===== config.mk =====
export PLATFORM = sky130hd
export DESIGN_NAME = square_note_channel_flat
export DESIGN_NICKNAME = d
export VERILOG_FILES = /design/src/rtl/square_note_channel_if.sv /design/src/rtl/square_note_channel.sv /design/src/flat_wrapper.sv
export SDC_FILE = /design/constraint.sdc
export NUM_CORES = 1
export LEC_CHECK = 0
export ABC_AREA = 1
export CORE_MARGIN = 8
export CORE_UTILIZATION = 42
export CTS_BUF_LIST = sky130_fd_sc_hd__clkbuf_16
export DETAILED_ROUTE_END_ITERATION = 8
export PLACE_DENSITY = 0.72
export REMOVE_ABC_BUFFERS = 1
export SLEW_MARGIN = 0
export SYNTH_ARGS = -nofsm -noshare
export SYNTH_HDL_FRONTEND = slang
export SYNTH_SLANG_ARGS = --single-unit
export TNS_END_PERCENT = 100

===== constraint.sdc =====
create_clock -name clk -period 1.8 [get_ports clk]
set_clock_uncertainty 0.2 [all_clocks]
set_input_delay 0.45 -clock clk [delete_from_list [all_inputs] [get_ports clk]]
set_output_delay 0.45 -clock clk [all_outputs]
set_load 0.1 [all_outputs]

===== src/rtl/square_note_channel_if.sv =====
// Sequencer-to-channel link: the sequencer drives state and note descriptor,
// the channel returns its amplitude sample and sounding flag.
interface square_note_channel_if;
  logic [1:0]  state;
  logic [10:0] note_freq;
  logic [5:0]  note_len;
  logic [1:0]  note_duty;
  logic [3:0]  note_vol;
  logic [3:0]  sample;
  logic        active;

  modport master (
    output state, note_freq, note_len, note_duty, note_vol,
    input  sample, active
  );

  modport slave (
    input  state, note_freq, note_len, note_duty, note_vol,
    output sample, active
  );
endinterface


===== src/rtl/square_note_channel.sv =====
// Square-wave tone channel: latches a note in LOAD, arms in START, and in PLAY
// steps through an 8-position duty pattern at the programmed frequency until
// the length timer (in LEN_DIV-cycle ticks) runs out.
module square_note_channel #(
  parameter int LEN_DIV          = 16384,
  parameter int TIMER_MULT_SHIFT = 2
) (
  input logic                  clk,
  input logic                  reset,
  square_note_channel_if.slave bus
);

  localparam int PRE_W = (LEN_DIV > 1) ? $clog2(LEN_DIV) : 1;

  typedef enum logic [1:0] {
    SEQ_RESET = 2'b00,
    SEQ_LOAD  = 2'b01,
    SEQ_START = 2'b10,
    SEQ_PLAY  = 2'b11
  } seqState_e;

  seqState_e seqState;

  logic [10:0]      freq_q, freq_d;
  logic [5:0]       len_q, len_d;
  logic [1:0]       duty_q, duty_d;
  logic [3:0]       vol_q, vol_d;
  logic [13:0]      timer_q, timer_d;
  logic [2:0]       dutyPos_q, dutyPos_d;
  logic [PRE_W-1:0] prescaler_q, prescaler_d;
  logic [5:0]       lenCnt_q, lenCnt_d;
  logic             active_q, active_d;
  logic [3:0]       sample_q, sample_d;

  logic [14:0] periodBase;
  logic [13:0] reload;
  logic [7:0]  pattern;

  // Waveform shape per duty code; bit index is the current duty position.
  function automatic logic [7:0] dutyPattern(input logic [1:0] duty);
    case (duty)
      2'b00:   return 8'b1000_0000;
      2'b01:   return 8'b1000_0001;
      2'b10:   return 8'b1110_0001;
      default: return 8'b0111_1110;
    endcase
  endfunction

  assign seqState   = seqState_e'(bus.state);
  // 2048 - freq is at most 2048, so shifting by 2 peaks at 8192 and fits 14 bits.
  assign periodBase = 15'd2048 - {4'd0, freq_q};
  assign reload     = 14'(periodBase << TIMER_MULT_SHIFT);
  assign pattern    = dutyPattern(duty_q);

  // Next-state logic driven by the sequencer state; registers hold by default.
  always_comb begin
    freq_d      = freq_q;
    len_d       = len_q;
    duty_d      = duty_q;
    vol_d       = vol_q;
    timer_d     = timer_q;
    dutyPos_d   = dutyPos_q;
    prescaler_d = prescaler_q;
    lenCnt_d    = lenCnt_q;
    active_d    = active_q;
    sample_d    = (active_q && pattern[dutyPos_q]) ? vol_q : 4'd0;

    case (seqState)
      SEQ_RESET: begin
        active_d    = 1'b0;
        timer_d     = '0;
        dutyPos_d   = '0;
        prescaler_d = '0;
        lenCnt_d    = '0;
      end
      SEQ_LOAD: begin
        freq_d   = bus.note_freq;
        len_d    = bus.note_len;
        duty_d   = bus.note_duty;
        vol_d    = bus.note_vol;
        active_d = 1'b0;
      end
      SEQ_START: begin
        timer_d     = reload;
        dutyPos_d   = '0;
        prescaler_d = '0;
        lenCnt_d    = len_q;
        active_d    = (len_q != 6'd0);
      end
      SEQ_PLAY: begin
        if (active_q) begin
          if (timer_q == 14'd1) begin
            timer_d   = reload;
            dutyPos_d = dutyPos_q + 3'd1;
          end else begin
            timer_d = timer_q - 14'd1;
          end
          if (prescaler_q == PRE_W'(LEN_DIV - 1)) begin
            prescaler_d = '0;
            lenCnt_d    = lenCnt_q - 6'd1;
            if (lenCnt_q == 6'd1) begin
              active_d = 1'b0;
            end
          end else begin
            prescaler_d = prescaler_q + PRE_W'(1);
          end
        end
      end
      default: begin
        active_d = 1'b0;
      end
    endcase
  end

  // State register with synchronous reset that overrides the sequencer state.
  always_ff @(posedge clk) begin
    if (reset) begin
      freq_q      <= '0;
      len_q       <= '0;
      duty_q      <= '0;
      vol_q       <= '0;
      timer_q     <= '0;
      dutyPos_q   <= '0;
      prescaler_q <= '0;
      lenCnt_q    <= '0;
      active_q    <= 1'b0;
      sample_q    <= '0;
    end else begin
      freq_q      <= freq_d;
      len_q       <= len_d;
      duty_q      <= duty_d;
      vol_q       <= vol_d;
      timer_q     <= timer_d;
      dutyPos_q   <= dutyPos_d;
      prescaler_q <= prescaler_d;
      lenCnt_q    <= lenCnt_d;
      active_q    <= active_d;
      sample_q    <= sample_d;
    end
  end

  assign bus.sample = sample_q;
  assign bus.active = active_q;

endmodule


===== src/flat_wrapper.sv =====
// flat-port wrapper written by rule: the top's interface ports become plain ports
module square_note_channel_flat 
#(
  parameter int LEN_DIV          = 16384,
  parameter int TIMER_MULT_SHIFT = 2
)
  (clk, reset, bus_state, bus_note_freq, bus_note_len, bus_note_duty, bus_note_vol, bus_sample, bus_active);
  square_note_channel_if bus_i ();
  input logic clk;
  input logic reset;
  input wire logic [$bits(bus_i.state)-1:0] bus_state;
  input wire logic [$bits(bus_i.note_freq)-1:0] bus_note_freq;
  input wire logic [$bits(bus_i.note_len)-1:0] bus_note_len;
  input wire logic [$bits(bus_i.note_duty)-1:0] bus_note_duty;
  input wire logic [$bits(bus_i.note_vol)-1:0] bus_note_vol;
  output wire logic [$bits(bus_i.sample)-1:0] bus_sample;
  output wire logic [$bits(bus_i.active)-1:0] bus_active;
  assign bus_i.state = bus_state;
  assign bus_i.note_freq = bus_note_freq;
  assign bus_i.note_len = bus_note_len;
  assign bus_i.note_duty = bus_note_duty;
  assign bus_i.note_vol = bus_note_vol;
  assign bus_sample = bus_i.sample;
  assign bus_active = bus_i.active;
  square_note_channel #(.LEN_DIV(LEN_DIV), .TIMER_MULT_SHIFT(TIMER_MULT_SHIFT)) u_core (.clk(clk), .reset(reset), .bus(bus_i));
endmodule

## Yosys cells after proc, flatten, opt, wreduce, memory -nomap -nowiden

Index checks and enable logic that the tools add are counted.

- Bits in registers: 65
- Output and inout bits: 5
- Logic and storage cells: 60

- $add $sub $neg: 5
- Magnitude comparators: 1
- Equal/unequal tests: 11
- Mux-type cells: 19
- Bitwise gates (word level): 1
- Reductions and logical operators: 13

Operators with widths:

| cell | number |
|---|---|
| 14-bit two-way mux | 4 |
| 14-bit one-hot mux with 3 select lines | 1 |
| 14-bit one-hot mux with 2 select lines | 1 |
| 8-bit one-hot mux with 3 select lines | 1 |
| 6-bit one-hot mux with 3 select lines | 1 |
| 14-bit by 1-bit adder with 14-bit output, second input constant | 1 |
| 14-bit by 1-bit == test with 1-bit output, second input constant | 1 |
| 14-bit == test, second input constant | 1 |
| 14-bit by 1-bit subtractor with 14-bit output, second input constant | 1 |
| 6-bit two-way mux | 2 |
| 12-bit by 11-bit subtractor with 12-bit output, first input constant | 1 |
| 2-bit == test, second input constant | 3 |
| 6-bit by 1-bit == test with 1-bit output, second input constant | 1 |
| 3-bit two-way mux | 2 |
| 2-bit by 1-bit inequality test with 1-bit output, second input constant | 3 |
| 3-bit one-hot mux with 2 select lines | 1 |
| 3-bit AND reduction | 2 |
| 6-bit nonzero test | 1 |
| 2-bit OR reduction | 3 |
| 6-bit by 1-bit subtractor with 6-bit output, second input constant | 1 |
| 2-bit by 1-bit == test with 1-bit output, second input constant | 2 |
| 2-bit zero test | 2 |
| 3-bit by 4-bit < comparator with 1-bit output, second input constant | 1 |
| 1-bit two-way mux | 4 |
| other kinds (8) | 9 |

## Logic depth before layout (Yosys ltp)

- Word-level depth: 7
- Gate-level depth with buffers: 10
- Mapped depth without buffers: 10

## Worst setup path after synthesis

No wires, ideal clock.

- Path type: register to register
- Start point: register u_core.active_q (netlist: u_core.bus.active)
- End point: register u_core.prescaler_q[9]
- Data arrival time: 1779 ps
- Required time: 1486 ps
- Path slack: -294 ps
- Stages on the path, launching flop included: 7
- Buffers on the path: 0
- Cells stage by stage: dfxtp_1 nand2_2 nand2_4 inv_2 nor3_2 xor2_1 nor2_1

- Cells in the longest elaborated chain, start to end: 2

Ends and longest elaborated chain:

| element | line | source |
|---|---|---|
| from (decl) | square_note_channel.sv:32 | `logic active_q, active_d;` |
| from (signal assigned) | square_note_channel.sv:137 | `active_q <= active_d;` |
| 2-bit by 1-bit inequality test with 1-bit output (no source line) | -- |  |
| 2-bit AND reduction (no source line) | -- |  |
| to (signal assigned) | square_note_channel.sv:135 | `prescaler_q <= prescaler_d;` |
| to (decl) | square_note_channel.sv:30 | `logic [PRE_W-1:0] prescaler_q, prescaler_d;` |

Every way passes these cells.
A chain may end at the register's enable or synchronous reset.

## Final worst setup path

- Start point: input port bus_state[0]
- End point: register u_core.prescaler_q[1]

- Cells in the longest elaborated chain, start to end: 4

Ends and longest elaborated chain:

| element | line | source |
|---|---|---|
| from (decl) | flat_wrapper.sv:11 | `input wire logic [$bits(bus_i.state)-1:0] bus_state;` |
| 2-bit == test / 2-bit zero test (equally long branches) | square_note_channel.sv:68 | `case (seqState)` |
| 2-bit OR reduction (no source line) | -- |  |
| 2-bit nonzero test (no source line) | -- |  |
| 2-bit AND reduction (no source line) | -- |  |

Several ways; a longest one is shown, not always the timed one.

==> results.md <==
- Max Cap Viol: 0
- Max incr delay on CP: 0.53 ns
- Worst vdd rail ir drop: 0.484 mV
- Grt ovf: 0
- Power per cell area: 899 mW/mm^2
- Seq/Total Area, Yosys: 37.2%
- CTS Sinks: 65
- Root Driver: clkbuf_16
- Layout fillers: 749
- Layout cell share with drive strength beyond 1: 17.3%
- R2R cell count: 9
- Overall power: 4.05 mW
- Avg WL per Cell: 12.1 microns
- Fin crit share: 95.6%
- Layout Cells excl Fill: 670
- Initial antenna violation count: 0
- Die W: 107 microns
- Critical Path Start Type: input pin
- CTS max path bufs: 2
- Gp weighted congestion: 0.883
- Inst Count DP: 653
- Die area: 0.0115 sq mm
- Max-slew violation count: 0
- PortBufs: 31
- Crit Path Max Fanout: 12
- Clock transition at path regs: 0.06 ns
- Die height: 107 microns
- Cell Area, Synth: 0.00349 sq mm
- Achievable Freq: 0.581 GHz
- Critical path endpoint category: flip-flop
- Endpoints failing hold: 0
- Critical Path Most Common Cell: nand2_4
- Lkg Pwr: 1.95 nW
- Synth-to-Final Area Change: 28.8%
- Post-synthesis cell type count: 35
- Hold path depth: 2
- Setup TNS: 0 ns
- DR vias/cell: 4.99
- Post-Syn Area per Cell: 6.96 sq um
- Final worst slack: 0.0793 ns
- Gr usage total: 14.7%
- Worst Path Class, Setup: in2reg
- Slowest CP cell: clkdlybuf4s50_1
- CTS tree: built
- Slew @ Worst Pin: 0.317 ns
- Setup violators final: 0
- Tmin final: 1.72 ns
- Final ANT Viol Nets: 0
- WP data required: 1.85 ns
- Total CTS buffers: 9
- CTS H-Tree Depth: 3
- Placement Setup Slack: -0.290 ns
- Slew margin rel.: 78.8%
- Row cnt: 33
- Syn. warnings: 0
- Vias in the first global route: 3110
- Hold Crit Class: reg2reg
- Status: finished, final reports clean
- RSZ-0062 raised after global routing: true
- I/O pins: 32
- Starting Density: 42.9%
- Sum of net half-perimeters after detailed placement: 6.11 mm
- WL final: 8.09 mm
- Routed via count: 3343
- First-pass GRT wire length: 13.8 mm
- Critical path arrival: 1.77 ns
- First-pass DRT Iterations: 4
- DRC errors left: 0
- Cell count after synthesis: 502
- Hold WS: 0.242 ns
- Diodes inserted: 0
- Starting DRT DRC Count: 167
- Critical path cell sequence: clkdlybuf4s50_1 > buf_4 > nand2_4 > buf_4 > nand2_4 > nand2_4 > nor3_2
- Number of register bits inferred by synthesis: 65
- Largest net degree at the start of global routing: 33
- Worst skew pair latency: 0.33 ns
- Final #Nets: 596
- Core Region: 0.00813 sq mm
==> where the power goes <==
part	internal, mW	switching, mW
combinational	0.303	0.416
sequential	1.51	0.0598
clock	1.08	0.674
==> cell type report <==
class	count	area, sq um	area share (%)
inverters	68	258	5.73
repair buffers	61	617	13.7
multi-input cells	355	1890	42.0
well taps	105	131	2.92
clock buffers	9	225	5.00
flip-flops and latches	65	1300	29.0
clock inverters	7	77.6	1.72
==> worst paths after layout <==
kind / startpoint / to / slack (ns)
worst max-delay path: bus_state[0] / u_core.prescaler_q[1]$_SDFFE_PP0P_ / 0.08
worst min-delay path: u_core.vol_q[2]$_SDFFE_PP0N_ / u_core.bus.sample[2]$_SDFF_PP0_ / 0.24
worst max register to register: u_core.prescaler_q[1]$_SDFFE_PP0P_ / u_core.lenCnt_q[1]$_SDFFE_PP0P_ / 0.10
worst min register to register: u_core.vol_q[2]$_SDFFE_PP0N_ / u_core.bus.sample[2]$_SDFF_PP0_ / 0.24
==> critical path, delay by kind of cell <==
family,cells,cell delay [ns]
buffers and inverters,3,0.84
AND/OR/NAND/NOR,4,0.46
==> per-stage QoR <==
step                      cell area (sq um)  util, %
after floorplan                        3420        -
final                                  4500     55.3
after CTS                              4460     54.8
after detailed placement               4150     51.1
after global placement                 4150     51.1
after global routing                   4500     55.3
==> metal layers <==
layer | routed length [microns] | share of wire (%) | track usage, % | vias to the layer above
li1 | - | - | - | 1728
met1 | 3620 | 45 | 17.6 | 1522
met2 | 3810 | 47 | 24.3 | 78
met3 | 523 | 6.5 | 3.84 | 15
met4 | 134 | 1.7 | 6.33 | 0
met5 | 0 | 0 | 0 | -
==> flip-flops by register name, indices dropped and copies added (netlist names) <==
| signal | flops |
|---|---|
| u_core.bus.active | 1 |
| u_core.bus.sample | 4 |
| u_core.dutyPos_q | 3 |
| u_core.duty_q | 2 |
| u_core.freq_q | 11 |
| u_core.lenCnt_q | 6 |
| u_core.len_q | 6 |
| u_core.prescaler_q | 14 |
| u_core.timer_q | 14 |
| u_core.vol_q | 4 |
==> cell families (layout without fill, tap and decap cells) <==
kind of cell    count (synthesis)  count (layout)  share of synthesized area [%]
compound gates                 99              99                           15.1
xor+xnor                       19              19                           4.76
fa+ha+maj                       9               9                           3.22
buf+inv                        82             145                           9.42
flops                          65              65                           37.2
simple gates                  228             228                           30.2
==> synth_stat cells <==
library cell / count / area [sq um]
nand2_1: 84 / 315
nor2_1: 69 / 259
dfxtp_1: 65 / 1300
inv_1: 59 / 221
a21oi_1: 40 / 200
nand3_1: 38 / 190
o21ai_0: 38 / 190
xor2_1: 17 / 149
ha_1: 9 / 113
inv_2: 8 / 30.0
o21ai_1: 8 / 40.0
clkbuf_1: 7 / 26.3
nor2_2: 7 / 43.8
buf_2: 5 / 25.0
nand2_4: 5 / 56.3
nand2_2: 4 / 25.0
nand3_2: 4 / 40.0
nand4_1: 4 / 25.0
nor3_1: 4 / 20.0
a21oi_2: 3 / 26.3
nor2_4: 3 / 33.8
o22ai_1: 3 / 18.8
a31oi_1: 2 / 12.5
buf_6: 2 / 22.5
nand3b_1: 2 / 15.0
nor3_2: 2 / 20.0
xnor2_1: 2 / 17.5
a21o_1: 1 / 7.51
a2bb2oi_1: 1 / 8.76
and2_1: 1 / 6.26
clkinv_1: 1 / 3.75
nor4_1: 1 / 6.26
o211ai_1: 1 / 7.51
o21bai_1: 1 / 7.51
o311ai_0: 1 / 8.76
==> repair_timing <==
item | CTS | global route
setup buffers | 0 | 1
resized for setup | 0 | 16
hold buffers | 0 | 0
setup endpoints to repair | 0 | 42
==> layout by cell type (no fill, tap or decap), types with 4 or more instances in the layout <==
| master | netlist | layout |
|---|---|---|
| buf_4 | 0 | 27 |
| ha_1 | 9 | 8 |
| nor2_1 | 69 | 64 |
| nand3_2 | 4 | 4 |
| a21oi_1 | 40 | 40 |
| nand4_1 | 4 | 4 |
| o21ai_0 | 38 | 37 |
| xor2_1 | 17 | 17 |
| nor2_2 | 7 | 12 |
| buf_12 | 0 | 7 |
| nand2_4 | 5 | 5 |
| nand2_2 | 4 | 6 |
| nand3_1 | 38 | 38 |
| clkbuf_16 | 0 | 9 |
| dfxtp_1 | 65 | 63 |
| clkdlybuf4s50_1 | 0 | 25 |
| inv_2 | 8 | 7 |
| nand2_1 | 84 | 82 |
| o21ai_1 | 8 | 9 |
| inv_1 | 59 | 59 |
Power figures use the tool's default switching activity.
